`src/rtl/wb_merge_if.sv`:
```
// wb_merge_if: writeback bundle (alu_*/lsu_* result handshakes, wEN/wAddr/wData RF write, chk_addr/chk_hit hazard query, busy); slave = merger, master = driver
interface wb_merge_if #(
  parameter int DATA_WIDTH    = 32,
  parameter int RF_ADDR_WIDTH = 5
);
  logic                     alu_valid;
  logic                     alu_ready;
  logic [RF_ADDR_WIDTH-1:0] alu_rd;
  logic [DATA_WIDTH-1:0]    alu_data;
  logic                     lsu_valid;
  logic                     lsu_ready;
  logic [RF_ADDR_WIDTH-1:0] lsu_rd;
  logic [DATA_WIDTH-1:0]    lsu_data;
  logic                     wEN;
  logic [RF_ADDR_WIDTH-1:0] wAddr;
  logic [DATA_WIDTH-1:0]    wData;
  logic [RF_ADDR_WIDTH-1:0] chk_addr;
  logic                     chk_hit;
  logic                     busy;
  modport master (
    output alu_valid, alu_rd, alu_data, lsu_valid, lsu_rd, lsu_data, chk_addr,
    input  alu_ready, lsu_ready, wEN, wAddr, wData, chk_hit, busy
  );
  modport slave (
    input  alu_valid, alu_rd, alu_data, lsu_valid, lsu_rd, lsu_data, chk_addr,
    output alu_ready, lsu_ready, wEN, wAddr, wData, chk_hit, busy
  );
endinterface

```
`src/rtl/wb_merge.sv`:
```
// wb_merge: merges ALU results and a 2-deep in-order LSU queue into one registered RF write port with anti-starvation; ports clk, rst, bus (wb_merge_if.slave)
module wb_merge #(
  parameter int DATA_WIDTH    = 32,
  parameter int RF_ADDR_WIDTH = 5,
  parameter int STARVE_MAX    = 3
) (
  input logic       clk,
  input logic       rst,
  wb_merge_if.slave bus
);
  localparam int SW = $clog2(STARVE_MAX + 2);
  logic [RF_ADDR_WIDTH-1:0] rd_q [2];
  logic [DATA_WIDTH-1:0]    data_q [2];
  logic                     head_q, tail_q;
  logic [1:0]               count_q, count_d;
  logic [SW-1:0]            starve_q, starve_d;
  logic                     wen_q, wen_d;
  logic [RF_ADDR_WIDTH-1:0] waddr_q, waddr_d;
  logic [DATA_WIDTH-1:0]    wdata_q, wdata_d;
  logic                     has_q, head_win, lsu_take, alu_win, alu_wr, pop, bypass, push;
  always_comb begin
    has_q    = count_q != 2'd0;
    head_win = has_q && starve_q == SW'(STARVE_MAX);
    lsu_take = bus.lsu_valid && count_q != 2'd2 && bus.lsu_rd != '0;
    alu_win  = !head_win && bus.alu_valid;
    alu_wr   = alu_win && bus.alu_rd != '0;
    pop      = head_win || (!bus.alu_valid && has_q);
    bypass   = !bus.alu_valid && !has_q && lsu_take;
    push     = lsu_take && !bypass;
    count_d  = count_q + {1'b0, push} - {1'b0, pop};
    starve_d = (pop || !has_q) ? '0 :
               (alu_win && starve_q != SW'(STARVE_MAX)) ? starve_q + SW'(1) : starve_q;
    wen_d    = pop || alu_wr || bypass;
    waddr_d  = pop ? rd_q[head_q] : alu_wr ? bus.alu_rd : bypass ? bus.lsu_rd : waddr_q;
    wdata_d  = pop ? data_q[head_q] : alu_wr ? bus.alu_data : bypass ? bus.lsu_data : wdata_q;
  end
  assign bus.lsu_ready = count_q != 2'd2;
  assign bus.alu_ready = !head_win;
  assign bus.busy      = has_q;
  assign bus.wEN       = wen_q;
  assign bus.wAddr     = waddr_q;
  assign bus.wData     = wdata_q;
  assign bus.chk_hit   = bus.chk_addr != '0 &&
                         ((has_q && rd_q[head_q] == bus.chk_addr) ||
                          (count_q == 2'd2 && rd_q[~head_q] == bus.chk_addr) ||
                          (wen_q && waddr_q == bus.chk_addr));
  always_ff @(posedge clk) begin
    if (rst) begin
      head_q   <= 1'b0;
      tail_q   <= 1'b0;
      count_q  <= 2'd0;
      starve_q <= '0;
      wen_q    <= 1'b0;
      waddr_q  <= '0;
      wdata_q  <= '0;
    end else begin
      head_q   <= head_q ^ pop;
      tail_q   <= tail_q ^ push;
      count_q  <= count_d;
      starve_q <= starve_d;
      wen_q    <= wen_d;
      waddr_q  <= waddr_d;
      wdata_q  <= wdata_d;
      if (push) begin
        rd_q[tail_q]   <= bus.lsu_rd;
        data_q[tail_q] <= bus.lsu_data;
      end
    end
  end
endmodule
```
`src/flat_wrapper.sv`:
```
// flat-port wrapper written by rule: the top's interface ports become plain ports
module wb_merge_flat 
#(
  parameter int DATA_WIDTH    = 32,
  parameter int RF_ADDR_WIDTH = 5,
  parameter int STARVE_MAX    = 3
)
  (clk, rst, bus_alu_valid, bus_alu_rd, bus_alu_data, bus_lsu_valid, bus_lsu_rd, bus_lsu_data, bus_chk_addr, bus_alu_ready, bus_lsu_ready, bus_wEN, bus_wAddr, bus_wData, bus_chk_hit, bus_busy);
  wb_merge_if #(.DATA_WIDTH(DATA_WIDTH), .RF_ADDR_WIDTH(RF_ADDR_WIDTH)) bus_i ();
  input logic clk;
  input logic rst;
  input wire logic [$bits(bus_i.alu_valid)-1:0] bus_alu_valid;
  input wire logic [$bits(bus_i.alu_rd)-1:0] bus_alu_rd;
  input wire logic [$bits(bus_i.alu_data)-1:0] bus_alu_data;
  input wire logic [$bits(bus_i.lsu_valid)-1:0] bus_lsu_valid;
  input wire logic [$bits(bus_i.lsu_rd)-1:0] bus_lsu_rd;
  input wire logic [$bits(bus_i.lsu_data)-1:0] bus_lsu_data;
  input wire logic [$bits(bus_i.chk_addr)-1:0] bus_chk_addr;
  output wire logic [$bits(bus_i.alu_ready)-1:0] bus_alu_ready;
  output wire logic [$bits(bus_i.lsu_ready)-1:0] bus_lsu_ready;
  output wire logic [$bits(bus_i.wEN)-1:0] bus_wEN;
  output wire logic [$bits(bus_i.wAddr)-1:0] bus_wAddr;
  output wire logic [$bits(bus_i.wData)-1:0] bus_wData;
  output wire logic [$bits(bus_i.chk_hit)-1:0] bus_chk_hit;
  output wire logic [$bits(bus_i.busy)-1:0] bus_busy;
  assign bus_i.alu_valid = bus_alu_valid;
  assign bus_i.alu_rd = bus_alu_rd;
  assign bus_i.alu_data = bus_alu_data;
  assign bus_i.lsu_valid = bus_lsu_valid;
  assign bus_i.lsu_rd = bus_lsu_rd;
  assign bus_i.lsu_data = bus_lsu_data;
  assign bus_i.chk_addr = bus_chk_addr;
  assign bus_alu_ready = bus_i.alu_ready;
  assign bus_lsu_ready = bus_i.lsu_ready;
  assign bus_wEN = bus_i.wEN;
  assign bus_wAddr = bus_i.wAddr;
  assign bus_wData = bus_i.wData;
  assign bus_chk_hit = bus_i.chk_hit;
  assign bus_busy = bus_i.busy;
  wb_merge #(.DATA_WIDTH(DATA_WIDTH), .RF_ADDR_WIDTH(RF_ADDR_WIDTH), .STARVE_MAX(STARVE_MAX)) u_core (.clk(clk), .rst(rst), .bus(bus_i));
endmodule
```
`config.mk`:
```
export PLATFORM = sky130hd
export DESIGN_NAME = wb_merge_flat
export DESIGN_NICKNAME = d
export VERILOG_FILES = /design/src/rtl/wb_merge_if.sv /design/src/rtl/wb_merge.sv /design/src/flat_wrapper.sv
export SDC_FILE = /design/constraint.sdc
export NUM_CORES = 1
export LEC_CHECK = 0
export ABC_AREA = 1
export BUFFER_PORTS_ARGS = -buffer_cell sky130_fd_sc_hd__buf_2
export CORE_ASPECT_RATIO = 0.8
export CORE_MARGIN = 2
export CORE_UTILIZATION = 25
export DETAILED_ROUTE_END_ITERATION = 8
export GPL_TIMING_DRIVEN = 0
export PLACE_DENSITY = 0.44
export SLEW_MARGIN = 10
export SYNTH_ARGS = -nofsm -noshare
export SYNTH_HDL_FRONTEND = slang
export SYNTH_SLANG_ARGS = --single-unit
```
`constraint.sdc`:
```
create_clock -name clk -period 12.54 [get_ports clk]
set_clock_uncertainty 0.2 [all_clocks]
set_input_delay 1.881 -clock clk [delete_from_list [all_inputs] [get_ports clk]]
set_output_delay 1.881 -clock clk [all_outputs]
set_load 0.01 [all_outputs]
```
# Word level (Yosys, flattened, before mapping)
# Memories as Yosys holds them, arrays and structs flattened. A register that Yosys moved wholly into a read port is not among the register bits.
# Index checks and enable logic that the tools add are counted.
[totals]
ram_bits = 74
mem_count = 2
out_inout_bits = 42
input_bits = 83
ff_bits = 45
[mem_list]
columns = ["name", "words", "width", "rd", "rd_clocked_by_memory_dff", "write_ports", "line", "source"]
rows = [
  ["u_core.data_q", 2, 32, 1, 1, 1, "wb_merge.sv:13", "logic [DATA_WIDTH-1:0] data_q [2];"],
  ["u_core.rd_q", 2, 5, 2, 1, 1, "wb_merge.sv:12", "logic [RF_ADDR_WIDTH-1:0] rd_q [2];"],
]
[classes]
reduce_logical = 30
n_mux = 11
bitwise_logic = 3
eq_ne = 7
add_sub_neg = 3
[ops]
columns = ["op", "count"]
rows = [
  ["two-way mux 32 bit", 3],
  ["== test 5 bit", 3],
  ["two-way mux 5 bit", 3],
  ["nonzero test 5 bit", 3],
  ["logical AND 1 bit", 14],
  ["logical OR 1 bit", 6],
  ["two-way mux 1 bit", 5],
  ["logical NOT 1 bit", 4],
  ["adder 3 x 1 -> 3 bit, second input constant", 1],
  ["== test 3 x 2 -> 1 bit, second input constant", 1],
  ["inequality test 3 x 2 -> 1 bit, second input constant", 1],
  ["nonzero test 3 bit", 1],
  ["adder 2 x 1 -> 2 bit", 1],
  ["== test 2 bit, second input constant", 1],
  ["inequality test 2 bit, second input constant", 1],
  ["nonzero test 2 bit", 1],
  ["OR reduction 2 bit", 1],
  ["subtractor 2 x 1 -> 2 bit", 1],
  ["bitwise XOR 1 bit", 2],
  ["inverter 1 bit", 1],
]

# Longest topological paths before layout
[logic_depth]
word_depth = 9
depth_mapped = 14

# Least setup slack after synthesis
# Ideal clock, no wire load.
[synth_timing]
path_type = "input to register"
start = "input bus_lsu_valid"
end = "memory u_core.data_q[1][0], enable pin"
stages = 6
arrival_ns = 4.831
slack_ns = 7.031
n_path_buf = 0
cell_sequence = "inv_1 -> nor2_1 -> nand2_1 -> nor2_1 -> inv_1 -> nor3_1"
[synth_between]
elab_chain_len = 8
[synth_rtl]
columns = ["element", "line", "source"]
rows = [
  ["start, declared", "flat_wrapper.sv:15", "input wire logic [$bits(bus_i.lsu_valid)-1:0] bus_lsu_valid;"],
  ["logical AND 1 bit * (2 in a row)", "wb_merge.sv:24", "lsu_take = bus.lsu_valid && count_q != 2'd2 && bus.lsu_rd != '0;"],
  ["logical AND 1 bit", "wb_merge.sv:28", "bypass = !bus.alu_valid && !has_q && lsu_take;"],
  ["logical NOT 1 bit", "wb_merge.sv:29", "push = lsu_take && !bypass;"],
  ["logical AND 1 bit *", "wb_merge.sv:29", ""],
  ["two-way mux 1 bit *", "wb_merge.sv:64", "if (push) begin"],
  ["two-way mux 1 bit *", "wb_merge.sv:48", "if (rst) begin"],
  ["two-way mux 1 bit (implied by the code) *", "wb_merge.sv:66", "data_q[tail_q] <= bus.lsu_data;"],
  ["end, declared", "wb_merge.sv:13", ""],
]
# Mark *: on every way between the ends. The rest lies on a longest branch, timed or not.

# Worst setup path after layout
[layout_timing]
start = "input bus_chk_addr[0]"
end = "output bus_chk_hit"
[layout_between]
elab_chain_len = 5
elab_cells_between_ends = 10
[layout_rtl]
columns = ["element", "line", "source"]
rows = [
  ["start, declared", "flat_wrapper.sv:18", "input wire logic [$bits(bus_i.chk_addr)-1:0] bus_chk_addr;"],
  ["== test 5 bit (on tied branches)", "wb_merge.sv:44, wb_merge.sv:45", ""],
  ["logical AND 1 bit (on tied branches)", "wb_merge.sv:44, wb_merge.sv:45", ""],
  ["logical OR 1 bit", "wb_merge.sv:44", "((has_q && rd_q[head_q] == bus.chk_addr) ||"],
  ["logical OR 1 bit", "wb_merge.sv:45", "(count_q == 2'd2 && rd_q[~head_q] == bus.chk_addr) ||"],
  ["logical AND 1 bit *", "wb_merge.sv:43", "assign bus.chk_hit = bus.chk_addr != '0 &&"],
  ["end, declared", "flat_wrapper.sv:24", "output wire logic [$bits(bus_i.chk_hit)-1:0] bus_chk_hit;"],
]
# Marks and branches as above.

==> flow_summary_export.csv <==
group,metric,value,unit
run_status,outcome,"completed",
global_routing,met2_usage,0.234,
cells_and_area,final_core_util,0.330,
clock_tree,insertion_delay,0.42,ns
sta,final_hold_viol_count,0,
route,ant_nets,0,
sta,max_clock_freq,204,MHz
clock_tree,numClockSinks,119,
cells_and_area,layout.nets,879,
min_path,hold_depth,1,
yosys,synth_seq_area_share,0.554,
yosys,synth_top_area_frac,0.394,
floorplanning,die_x,172,um
yosys,syn_inst,644,
yosys,synth_nets,731,
worst_setup_path,cp.arrival,2.83,ns
placement,dpl.cell_count,1079,
clock_tree,cts_tree,"built",
pwr,power_leakage,3.14,nW
yosys,yosysTopAreaCell,"edfxtp_1",
global_routing,grt_start_max_net_pins,21,
global_routing,use_met1,0.233,
cells_and_area,final_design_area_no_fill,7370,um^2
yosys,netlist_area,5630,um^2
sta,worst_slack,7.63,ns
sta,report.final.setup_viol,0,
placement,portBuffers,124,
route,wl_per_cell,16.4,um
floorplanning,io_pins,125,
placement,routabilityCongestion,0.808,
yosys,yosys_warnings,0,
pwr,power_density,199,nW/um^2
clock_tree,clk_pin_slew,0.05,ns
worst_setup_path,r2r_cells,14,
worst_setup_path,reg2reg_to,"u_core.count_q[1]$_SDFF_PP0_",
sta,tightest_slew,0.695,ns
pwr,vdd.ir_drop.worst,0.0000907,V
min_path,hold-path-endpoint,"u_core.starve_q[0]$_SDFFE_PP0P_",
sta,final-max-slew-violation-count,0,
clock_tree,cts_max_level,4,
worst_setup_path,cp-end-kind,"output port",
floorplanning,die_y,138,um
route,drt_iter0_markers,358,
route,wl,18.3,mm
yosys,yosys-top-cells-area,"edfxtp_1 39%, dfxtp_1 16%, nand2_1 9.3%, nor2_1 6.4%, nand3_1 4.8%",
worst_setup_path,required,10.46,ns
worst_setup_path,crit_path_max_fanout,4,
clock_tree,cts-buffers-inserted,17,
cells_and_area,areaGrowthSynthToFinish,30.9,%
placement,place_hpwl,13.0,mm
worst_setup_path,rrSetupSlack,9.78,ns
floorplanning,fp.dieArea,23800,um^2
route,avgViaCountPerCell,4.40,
floorplanning,core,22300,um^2
yosys,ys_types,29,
route,drc,0,
global_routing,track_usage,0.160,
yosys,syn_avg_cell_area,8.75,um^2
global_routing,use_met3,0.0409,
sta,timing.slew.headroom,0.536,
global_routing,grt_pass1_vias,4885,
clock_tree,holdBufCountCts,0,
clock_tree,postCtsSetupBuffers,0,
min_path,min-delay-start,"u_core.starve_q[0]$_SDFFE_PP0P_",
route,drt_first_pass_iters,5,
clock_tree,cts.path.max_buffers,2,
global_routing,busiest_layer,"met2",
run,drv_cap,0,
sta,fin_crit,4.91,ns
clock_tree,root_buffer,"clkbuf_16",
cells_and_area,fin_cells,1115,
clock_tree,cts_resized,0,
global_routing,grt_pass1_wl,28.2,mm
floorplanning,num_rows,49,
sta,rsz0062_at_grt,"no",
global_routing,antenna_found_initial,3,
route,vias,4908,
sta,fin_crit_sh,0.392,
worst_setup_path,critical_path_class,"input port to output port",
min_path,hp-class,"flop to flop",
worst_setup_path,rr_startpoint,"u_core.starve_q[0]$_SDFFE_PP0P_",
yosys,ys_seq_elements,119,
floorplanning,start_util,0.252,
cells_and_area,drive_gt1_frac,0.276,
global_routing,grt_remaining_overflow,0,
placement,post_dp_cell_area,6720,um^2
sta,fin_tns_setup,0,ns
worst_setup_path,cp-start-kind,"input port",
placement,pre_cts_slack,7.65,ns
-- metrics by stage --
step,hold slack (ns),total power [W]
global placement,0.216,0.000939
global route,0.248,0.00156
floorplan,0.199,0.000776
finish,0.222,0.00147
detailed placement,0.212,0.000943
CTS,0.225,0.00148
-- synth_stat cells, drive strengths merged --
library cell  instances
or2                  33
edfxtp               74
clkbuf               15
xnor2                 2
xor2                  1
nand2               142
o211ai               32
nor3                  2
o21ai                42
buf                  24
nand3                56
inv                  31
dfxtp                45
ha                    4
a21o                  1
a21oi                42
nor2                 97
nand4                 1
-- metal layers --
metal  vias up  share of wire
li1       2467              -
met4         0         0.0063
met5         -              0
met2       152           0.43
met3         8          0.071
met1      2281           0.49
-- critical path: stages --
cell and delay (ns):
buf_2 0.14, inv_1 0.10, nand3_1 0.09, nand2_1 0.05, nor2_1 0.12, nand3_1 0.09
nand3_1 0.12, nand2_1 0.07, inv_1 0.05, buf_2 0.12
-- layout make-up --
class,count,area [um^2]
diodes,4,10.0
fillers,2376,14900
repair buffers,129,689
plain buffers,39,213
inverters,31,116
well taps,306,383
clock buffers,18,439
multi-input cells,455,2190
flip-flops and latches,119,3120
clock inverters,14,205
-- registers in the layout, indices dropped and copies added (netlist names) --
register	cells
u_core.rd_q	10
u_core.data_q	64
u_core.bus.wEN	1
u_core.bus.wData	32
u_core.bus.wAddr	5
u_core.tail_q	1
u_core.head_q	1
u_core.count_q	2
u_core.starve_q	3
-- power breakdown --
| group | total (W) | switching [W] | internal, W |
|---|---|---|---|
| Combinational | 0.000424 | 0.000276 | 0.000148 |
| Clock | 0.000535 | 0.000180 | 0.000356 |
| Sequential | 0.000507 | 0.0000271 | 0.000480 |
-- kinds of logic after synthesis --
| kind of cell | Yosys count | synth area share |
|---|---|---|
| flops | 119 | 0.554 |
| compound gates | 117 | 0.121 |
| xor+xnor | 3 | 0.00467 |
| simple gates | 331 | 0.253 |
| buf+inv | 70 | 0.0584 |
| fa+ha+maj | 4 | 0.00889 |
-- how the worst max path moves through the flow --
stage               cells after the start  slack (ns)                            end             from
floorplan                               6        7.03  u_core.data_q[1][0]$_DFFE_PP_    bus_lsu_valid
global placement                        7        4.51  u_core.data_q[1][5]$_DFFE_PP_    bus_lsu_rd[1]
detailed placement                     10        7.65                    bus_chk_hit  bus_chk_addr[0]
CTS                                    10        7.65                    bus_chk_hit  bus_chk_addr[0]
global route                           10        7.50                    bus_chk_hit  bus_chk_addr[2]
finish                                 10        7.63                    bus_chk_hit  bus_chk_addr[0]
-- cell usage in the layout, fill, tap and decap left out, types with 28 or more instances in the layout --
cell      Yosys  routed
or2_2        28      28
buf_2        11     135
a21oi_1      41      41
nand3_1      54      54
o21ai_0      32      32
edfxtp_1     74      74
dfxtp_1      45      45
nor2_1       96      95
nand2_1     139     139
o211ai_1     32      32
Note: power is estimated with default switching activity, not from simulation.
